**config.mk**
```make
export PLATFORM = sky130hd
export DESIGN_NAME = key_conditioner
export DESIGN_NICKNAME = d
export VERILOG_FILES = /design/src/rtl/key_pkg.sv /design/src/rtl/key_channel.sv /design/src/rtl/key_conditioner.sv
export SDC_FILE = /design/constraint.sdc
export NUM_CORES = 1
export LEC_CHECK = 0
export CAP_MARGIN = 30
export CORE_ASPECT_RATIO = 0.75
export CORE_MARGIN = 2
export CORE_UTILIZATION = 60
export CTS_CLUSTER_DIAMETER = 150
export DETAILED_ROUTE_END_ITERATION = 8
export MAX_ROUTING_LAYER = met4
export PLACE_DENSITY = 0.84
export RECOVER_POWER = 100
export SYNTH_ARGS = -nofsm -noshare
export SYNTH_HDL_FRONTEND = slang
export SYNTH_SLANG_ARGS = --single-unit
```
**constraint.sdc**
```tcl
create_clock -name clk -period 2.66 [get_ports clk]
set_input_delay 0.532 -clock clk [delete_from_list [all_inputs] [get_ports clk]]
set_output_delay 0.532 -clock clk [all_outputs]
set_load 0.05 [all_outputs]
```
**src/rtl/key_pkg.sv**
```systemverilog
// Shared types and default timing for the push-button conditioning chain.
// The repeat-state encoding is fixed so other blocks can decode it.
package key_pkg;

    typedef enum logic [1:0] {
        KS_IDLE   = 2'd0,
        KS_DELAY  = 2'd1,
        KS_REPEAT = 2'd2
    } key_state_e;

    localparam int KEY_NUM_KEYS_DEFAULT    = 4;
    localparam int KEY_DEBOUNCE_DEFAULT    = 1_000_000;
    localparam int KEY_REPEAT_DELAY_DEFAULT = 25_000_000;
    localparam int KEY_REPEAT_RATE_DEFAULT  = 5_000_000;

    function automatic int cnt_width(input int max_val);
        return $clog2(max_val) + 1;
    endfunction

endpackage

```
**src/rtl/key_channel.sv**
```systemverilog
// One push-button channel: 2-flop synchroniser, counter debouncer, edge pulses
// and the per-key auto-repeat state machine. All outputs come straight from flops.
module key_channel
    import key_pkg::*;
#(
    parameter int DEBOUNCE_CYCLES = KEY_DEBOUNCE_DEFAULT,
    parameter int REPEAT_DELAY    = KEY_REPEAT_DELAY_DEFAULT,
    parameter int REPEAT_RATE     = KEY_REPEAT_RATE_DEFAULT
) (
    input  logic clk,
    input  logic rst,
    input  logic key_n_i,
    input  logic repeat_en_i,
    output logic key_level_o,
    output logic key_press_o,
    output logic key_release_o,
    output logic key_repeat_o
);

    localparam int DB_W    = cnt_width(DEBOUNCE_CYCLES);
    localparam int RPT_MAX = (REPEAT_DELAY > REPEAT_RATE) ? REPEAT_DELAY : REPEAT_RATE;
    localparam int RPT_W   = cnt_width(RPT_MAX);

    localparam logic [DB_W-1:0]  DB_LAST    = DB_W'(DEBOUNCE_CYCLES - 1);
    localparam logic [RPT_W-1:0] DELAY_LAST = RPT_W'(REPEAT_DELAY - 1);
    localparam logic [RPT_W-1:0] RATE_LAST  = RPT_W'(REPEAT_RATE - 1);

    logic              sync1_q, sync2_q;
    logic              sample;
    logic              level_q, level_d;
    logic [DB_W-1:0]   db_cnt_q, db_cnt_d;
    logic              rise, fall;
    key_state_e        rstate_q, rstate_d;
    logic [RPT_W-1:0]  rcnt_q, rcnt_d;
    logic              repeat_d;
    logic              press_q, release_q, repeat_q;

    // Synchronisers reset to the released (high) level of the raw button.
    always_ff @(posedge clk) begin
        if (rst) begin
            sync1_q   <= 1'b1;
            sync2_q   <= 1'b1;
            level_q   <= 1'b0;
            db_cnt_q  <= '0;
            rstate_q  <= KS_IDLE;
            rcnt_q    <= '0;
            press_q   <= 1'b0;
            release_q <= 1'b0;
            repeat_q  <= 1'b0;
        end else begin
            sync1_q   <= key_n_i;
            sync2_q   <= sync1_q;
            level_q   <= level_d;
            db_cnt_q  <= db_cnt_d;
            rstate_q  <= rstate_d;
            rcnt_q    <= rcnt_d;
            press_q   <= rise;
            release_q <= fall;
            repeat_q  <= repeat_d;
        end
    end

    assign sample = ~sync2_q;

    always_comb begin
        level_d  = level_q;
        db_cnt_d = '0;
        rise     = 1'b0;
        fall     = 1'b0;
        if (sample != level_q) begin
            if (db_cnt_q == DB_LAST) begin
                level_d = sample;
                rise    = sample;
                fall    = ~sample;
            end else begin
                db_cnt_d = db_cnt_q + DB_W'(1);
            end
        end
    end

    // A release (or dropping repeat_en) pre-empts any tick due in the same cycle.
    always_comb begin
        rstate_d = rstate_q;
        rcnt_d   = rcnt_q;
        repeat_d = 1'b0;
        case (rstate_q)
            KS_IDLE: begin
                if (rise) begin
                    repeat_d = 1'b1;
                    rcnt_d   = '0;
                    if (repeat_en_i) begin
                        rstate_d = KS_DELAY;
                    end
                end
            end
            KS_DELAY: begin
                if (fall || !repeat_en_i) begin
                    rstate_d = KS_IDLE;
                    rcnt_d   = '0;
                end else if (rcnt_q == DELAY_LAST) begin
                    rstate_d = KS_REPEAT;
                    repeat_d = 1'b1;
                    rcnt_d   = '0;
                end else begin
                    rcnt_d = rcnt_q + RPT_W'(1);
                end
            end
            KS_REPEAT: begin
                if (fall || !repeat_en_i) begin
                    rstate_d = KS_IDLE;
                    rcnt_d   = '0;
                end else if (rcnt_q == RATE_LAST) begin
                    repeat_d = 1'b1;
                    rcnt_d   = '0;
                end else begin
                    rcnt_d = rcnt_q + RPT_W'(1);
                end
            end
            default: begin
                rstate_d = KS_IDLE;
                rcnt_d   = '0;
            end
        endcase
    end

    assign key_level_o   = level_q;
    assign key_press_o   = press_q;
    assign key_release_o = release_q;
    assign key_repeat_o  = repeat_q;

endmodule

```
**src/rtl/key_conditioner.sv**
```systemverilog
// Conditions the raw active-low KEY buttons into debounced, active-high levels,
// press/release pulses and auto-repeat pulses for the game logic downstream.
module key_conditioner
    import key_pkg::*;
#(
    parameter int NUM_KEYS        = KEY_NUM_KEYS_DEFAULT,
    parameter int DEBOUNCE_CYCLES = KEY_DEBOUNCE_DEFAULT,
    parameter int REPEAT_DELAY    = KEY_REPEAT_DELAY_DEFAULT,
    parameter int REPEAT_RATE     = KEY_REPEAT_RATE_DEFAULT
) (
    input  logic                clk,
    input  logic                rst,
    input  logic [NUM_KEYS-1:0] key_n_in,
    input  logic [NUM_KEYS-1:0] repeat_en,
    output logic [NUM_KEYS-1:0] key_level,
    output logic [NUM_KEYS-1:0] key_press,
    output logic [NUM_KEYS-1:0] key_release,
    output logic [NUM_KEYS-1:0] key_repeat,
    output logic                any_held
);

    logic any_held_q;

    for (genvar k = 0; k < NUM_KEYS; k++) begin : g_key
        key_channel #(
            .DEBOUNCE_CYCLES (DEBOUNCE_CYCLES),
            .REPEAT_DELAY    (REPEAT_DELAY),
            .REPEAT_RATE     (REPEAT_RATE)
        ) u_chan (
            .clk           (clk),
            .rst           (rst),
            .key_n_i       (key_n_in[k]),
            .repeat_en_i   (repeat_en[k]),
            .key_level_o   (key_level[k]),
            .key_press_o   (key_press[k]),
            .key_release_o (key_release[k]),
            .key_repeat_o  (key_repeat[k])
        );
    end

    // Built from the registered levels, so it trails key_level by one cycle.
    always_ff @(posedge clk) begin
        if (rst) begin
            any_held_q <= 1'b0;
        end else begin
            any_held_q <= |key_level;
        end
    end

    assign any_held = any_held_q;

endmodule

```
==> impl_metrics.json, run 1 <==
{
  "status": "complete, no violations",
  "grt_max_degree": 41,
  "die_height_um": 123.0,
  "fin_crit_sh_pct": 96.66,
  "final_layout_size_suffix_gt1_share_pct": 9.091,
  "hold_path_class": "flip-flop to flip-flop",
  "overflow": 0,
  "worstHoldStart": "g_key[0].u_chan.sync1_q",
  "startpoint": "g_key[0].u_chan.key_level_o",
  "r2r_setup_slack_ps": 100,
  "placed_cell_area_um2": 11850,
  "dieArea_um2": 20010,
  "cts_buffer_depth": 3,
  "nets": 1440,
  "postRouteAntennaNets": 0,
  "drt-vias-per-instance": 6.067,
  "setup.worst_path.start_class": "flip-flop",
  "io_buffers": 26,
  "totalWireLength_um": 25620,
  "io_pins": 27,
  "num_rows": 43,
  "grt_pass1_wl_um": 43150,
  "vias": 10114,
  "worstMarginPinSlew_ps": 750.9,
  "slew_violations": 0,
  "design_area_um2": 12630,
  "fin_skew_ps": 10.46,
  "post_synth.cell_area_avg_um2": 8.204,
  "synth_flop_cell": "dfxtp_1",
  "p_leak_nw": 4.029,
  "wl_per_cell_um": 15.37,
  "arrival_ps": 2040,
  "initial_utilization_pct": 61.22,
  "dpl.cell_count": 1619,
  "hpwl_um": 17310,
  "whs_endpoint": "g_key[0].u_chan.sync2_q",
  "r2r_start": "g_key[0].u_chan.db_cnt_q[0]",
  "tns_ps": 0,
  "die_w_um": 162.7,
  "final_common_cell": "dfxtp_1",
  "hold_slack_ps": 407.1,
  "min_path_cells": 1,
  "hold_viol_final": 0,
  "syn-cell-area_um2": 11330,
  "drc": 0,
  "clk_pin_slew_ps": 60,
  "r2r_end": "g_key[0].u_chan.rcnt_q[13]",
  "relSlewSlack_pct": 49.94,
  "end_kind": "primary output",
  "synth_edf_count": 0,
  "syn_nets": 1415,
  "synthCells": 1381,
  "yosys_warnings": 0,
  "cts.sinks": 221,
  "area_growth_pct": 11.46,
  "htreeDepth": 1,
  "max-cap-violations": 0,
  "setup_viol": 0,
  "synth-seq-cells": 221,
  "seq_area_frac_synth_pct": 39.05,
  "first_iter_violations": 873,
  "timing.fmax_ghz": 0.3889,
  "reg2regPathDepth": 8,
  "synth_cell_types": 75,
  "critPathRequiredTime_ps": 2130,
  "worst-path-max-fanout": 5,
  "place_congestion": 0.8943,
  "synthArstFlopShare_pct": 0,
  "first_pass_iters": 5,
  "cp_cell_sequence": "clkbuf_1, clkdlybuf4s50_1",
  "period_needed_ps": 2571,
  "layout_common_cells": "dfxtp_1, nor2_1, nand2_1",
  "slowest_delay_ps": 880,
  "grt_pass1_vias": 9252,
  "cpMaxStageDelayCell": "clkdlybuf4s50_1",
  "p_per_area_nw_per_um2": 509.6,
  "cts_tree": "done",
  "coreArea_um2": 18510,
  "root_buffer": "clkbuf_16",
  "cts-buffers-inserted": 23,
  "antenna_found_initial": 1,
  "clkLatencyLatePin_ps": 510,
  "worstSetupPathType": "flip-flop to primary output",
  "grt_usage_pct": 26.25,
  "post_layout_nonfiller_instances": 1667,
  "irDropWorstVdd_mv": 0.5525
}
-- registers in the layout, indices dropped and copies added (netlist names) --
name and flops:
g_key.u_chan.key_level_o 4, g_key.u_chan.key_release_o 4, g_key.u_chan.key_press_o 4, g_key.u_chan.rstate_q 8, g_key.u_chan.db_cnt_q 84, g_key.u_chan.sync1_q 4
g_key.u_chan.rcnt_q 104, any_held 1, g_key.u_chan.sync2_q 4, g_key.u_chan.key_repeat_o 4
-- kinds of logic after synthesis --
logic type / Yosys count / share of synthesized area [%]
xor+xnor: 107 / 8.272
simple gates: 771 / 35.77
flops: 221 / 39.05
fa+ha+maj: 24 / 2.650
compound gates: 154 / 9.774
mux: 5 / 0.4528
buf+inv: 99 / 4.031
-- worst max-delay path, delay by kind of cell (launching register included) --
kind / cells / cell delay [ps]
flip-flops: 1 / 320
buffers and inverters: 2 / 1210
-- cell type report --
cell class              count  area, µm²
multi-input cells        1061       6499
fillers                  1480       5879
flip-flops and latches    221       4424
clock buffers              34      676.9
repair buffers             75      606.8
well taps                 247      309.0
inverters                  24      90.09
clock inverters             4      20.02
diodes                      1      2.502
-- synthesized netlist by cell type (25+ instances only) --
| cell | count | area share (%) |
|---|---|---|
| nand3_1 | 138 | 6.1 |
| nor2_1 | 171 | 5.7 |
| xnor2_1 | 48 | 3.7 |
| clkbuf_1 | 49 | 1.6 |
| a31oi_1 | 50 | 2.8 |
| dfxtp_1 | 221 | 39 |
| and3_1 | 30 | 1.7 |
| or3_1 | 25 | 1.4 |
| a21oi_1 | 28 | 1.2 |
| nand2_1 | 146 | 4.8 |
| nand4_1 | 57 | 3.1 |
| xor2_1 | 59 | 4.6 |
| nor3_1 | 44 | 1.9 |
-- timing repair --
| item | in CTS | in global routing |
|---|---|---|
| hold buffers | 0 | 0 |
| setup endpoints to repair | 0 | 28 |
| setup buffers | 0 | 9 |
| gates resized for setup | 0 | 9 |
-- where the power goes --
group          leakage, nW  switching (mW)  internal [mW]  total (mW)
registers             1.78         0.00434           3.32        3.32
clock network        0.348            1.27           1.74        3.01
logic                 1.90          0.0678         0.0331       0.101
total                 4.03            1.34           5.09        6.44
-- metal layers --
layer | vias to the layer above | global-route usage (%) | wire [µm]
li1 | 5019 | - | -
met1 | 4739 | 35.73 | 12200
met2 | 305 | 40.37 | 11150
met3 | 51 | 4.227 | 1660
met4 | 0 | 8.296 | 608
met5 | - | - | 0
-- worst max-delay path by stage --
stage / cells past startpoint / end
after floorplan: 8 / g_key[1].u_chan.rcnt_q[4]
after global placement: 7 / g_key[0].u_chan.rcnt_q[17]
after detailed placement: 8 / g_key[1].u_chan.rcnt_q[4]
after CTS: 8 / g_key[1].u_chan.rcnt_q[4]
after global routing: 8 / g_key[0].u_chan.rcnt_q[13]
final: 2 / key_level[0]
-- through the flow --
stage	utilization, %	worst slack, ps	power (mW)
after global routing	68.23	-77.86	6.623
after global placement	64.03	269.3	3.494
final	68.23	88.72	6.436
after CTS	67.80	78.90	6.486
after detailed placement	64.03	94.32	3.496
after floorplan	-	364.2	3.455
(Power assumes the default switching activity.)
==> run 2: changes to the inputs <==
--- a/config.mk
+++ b/config.mk
@@ -6,14 +6,17 @@
 export NUM_CORES = 1
 export LEC_CHECK = 0
 export CAP_MARGIN = 30
+export CELL_PAD_IN_SITES_DETAIL_PLACEMENT = 0
+export CELL_PAD_IN_SITES_GLOBAL_PLACEMENT = 1
 export CORE_ASPECT_RATIO = 0.75
 export CORE_MARGIN = 2
-export CORE_UTILIZATION = 60
+export CORE_UTILIZATION = 47
 export CTS_CLUSTER_DIAMETER = 150
 export DETAILED_ROUTE_END_ITERATION = 8
 export MAX_ROUTING_LAYER = met4
-export PLACE_DENSITY = 0.84
+export PLACE_DENSITY = 0.85
 export RECOVER_POWER = 100
+export SKIP_CTS_REPAIR_TIMING = 1
 export SYNTH_ARGS = -nofsm -noshare
 export SYNTH_HDL_FRONTEND = slang
 export SYNTH_SLANG_ARGS = --single-unit
==> run 2 against run 1 <==
  * Count of clock-buffer cells in the layout down 1
  * Die area up 27%
  * Hold slack worse by 1.5 ps
  * Power up 9.7%
  * Largest power group is now clock
  * Register-to-register slack better by 40 ps
  * Via count down 3.1%
  * Utilization down 14 points
  * Maximum frequency up 2.1%
  * Sequential cell count unchanged
==> impl_metrics.json, run 2 (synthesis results as in run 1) <==
{
  "status": "complete, no violations",
  "fin_crit_sh_pct": 94.69,
  "root_buffer": "clkbuf_16",
  "totalWireLength_um": 25510,
  "grt_usage_pct": 20.82,
  "cts_buffer_depth": 3,
  "hold_viol_final": 0,
  "clk_pin_slew_ps": 60,
  "arrival_ps": 2930,
  "die_w_um": 183.3,
  "worst-path-max-fanout": 17,
  "max-cap-violations": 0,
  "n_antenna_cell": 0,
  "cts.sinks": 221,
  "regMostFlops": "g_key.u_chan.rcnt_q",
  "largest_reg_flops": 104,
  "first_pass_iters": 5,
  "io_pins": 27,
  "fin_util_pct": 54.00,
  "p_leak_nw": 4.136,
  "htreeDepth": 1,
  "relSlewSlack_pct": 43.26,
  "final_layout_size_suffix_gt1_share_pct": 9.797,
  "drc": 0,
  "layout_common_cells": "dfxtp_1, nor2_1, nand2_1",
  "reg_top3": "g_key.u_chan.rcnt_q x104, g_key.u_chan.db_cnt_q x84, g_key.u_chan.rstate_q x8",
  "overflow": 0,
  "timing.fmax_ghz": 0.3970,
  "nets": 1445,
  "critPathRequiredTime_ps": 3070,
  "slew_violations": 0,
  "register_area_um2": 4424,
  "end_kind": "flip-flop",
  "vias": 9796,
  "drt-vias-per-instance": 5.646,
  "clkLatencyLatePin_ps": 520,
  "wl_per_cell_um": 14.70,
  "cts-buffers-inserted": 24,
  "hold_path_class": "flip-flop to flip-flop",
  "grt_max_degree": 38,
  "die_height_um": 138.5,
  "setup_viol": 0,
  "place_congestion": 0.8345,
  "setup.worst_path.start_class": "flip-flop",
  "antenna_found_initial": 0,
  "area_growth_pct": 13.66,
  "postRouteAntennaNets": 0,
  "final_common_cell": "dfxtp_1",
  "fin_skew_ps": 12.78,
  "grt_pass1_vias": 8925,
  "num_rows": 49,
  "multi_input_area_um2": 6464,
  "p_per_area_nw_per_um2": 548.2,
  "dieArea_um2": 25380,
  "first_iter_violations": 609,
  "r2r_setup_slack_ps": 140,
  "worstSetupPathType": "flip-flop to flip-flop",
  "irDropWorstVdd_mv": 0.4148,
  "io_buffers": 26,
  "grt_pass1_wl_um": 43980,
  "hpwl_um": 17440,
  "worstMarginPinSlew_ps": 851.1,
  "initial_utilization_pct": 47.51,
  "period_needed_ps": 2519,
  "nFillCells": 2192,
  "coreArea_um2": 23850,
  "cts_tree": "done",
  "hold_slack_ps": 405.6
}
==> run 2: cell types whose count changed in the layout (fill, tap and decap cells not counted), sizes merged <==
| cell | before | now |
|---|---|---|
| clkdlybuf4s50 | 7 | 9 |
| clkbuf | 49 | 45 |
| clkinv | 4 | 6 |
| clkinvlp | 0 | 1 |
| diode | 1 | 0 |
| bufinv | 0 | 4 |
| buf | 35 | 42 |
| dlygate4sd3 | 18 | 16 |
==> run 2: worst paths after layout <==
kind	endpoint	cells past startpoint	start
hold reg to reg	g_key[0].u_chan.sync2_q	1	g_key[0].u_chan.sync1_q
setup / recovery	g_key[3].u_chan.rcnt_q[23]	8	g_key[3].u_chan.rcnt_q[22]
setup reg to reg	g_key[3].u_chan.rcnt_q[23]	8	g_key[3].u_chan.rcnt_q[22]
hold / removal	g_key[0].u_chan.sync2_q	1	g_key[0].u_chan.sync1_q
==> run 2: stage by stage <==
| stage | TNS [ps] | worst slack (ps) | cell area (µm²) | power (mW) | cells |
|---|---|---|---|---|---|
| finish | 0 | 141.2 | 12880 | 7.059 | 1735 |
| CTS | 0 | 96.45 | 12910 | 7.171 | 1733 |
| detailed placement | 0 | 100.6 | 12030 | 3.503 | 1689 |
| global placement | 0 | 170.5 | 12030 | 3.503 | 1689 |
| floorplan | 0 | 364.2 | 11330 | 3.455 | 1381 |
| global route | -6.142 | -6.142 | 12880 | 7.299 | 1735 |
==> run 2: worst max-delay path, cell delays in order (launching register included) <==
cell	delay [ps]
dfxtp_1	400
or4bb_1	520
nor4_1	340
clkbuf_1	220
a21boi_0	160
o211a_4	360
o21ai_2	170
buf_12	170
nor2_1	60
==> run 2: area by class of cell <==
class	instances	share of cell area (%)
sequential	221	34.36
tap	306	2.973
inverter	24	0.6996
clock buffer	33	5.558
multi-input combinational	1061	50.19
timing repair buffer	79	4.994
clock inverter	11	1.224
==> run 2: where the power goes <==
group | leakage, nW | internal [mW] | switching [mW]
Combinational | 1.92 | 0.0342 | 0.0684
Sequential | 1.78 | 3.32 | 0.00452
Clock | 0.434 | 2.26 | 1.37
==> run 2: routing by layer <==
| metal | wire length (µm) | vias up | GRT usage, % |
|---|---|---|---|
| li1 | - | 5011 | - |
| met1 | 13470 | 4567 | 31.15 |
| met2 | 10570 | 180 | 29.96 |
| met3 | 1015 | 38 | 2.740 |
| met4 | 453 | 0 | 4.084 |
| met5 | 0 | - | - |
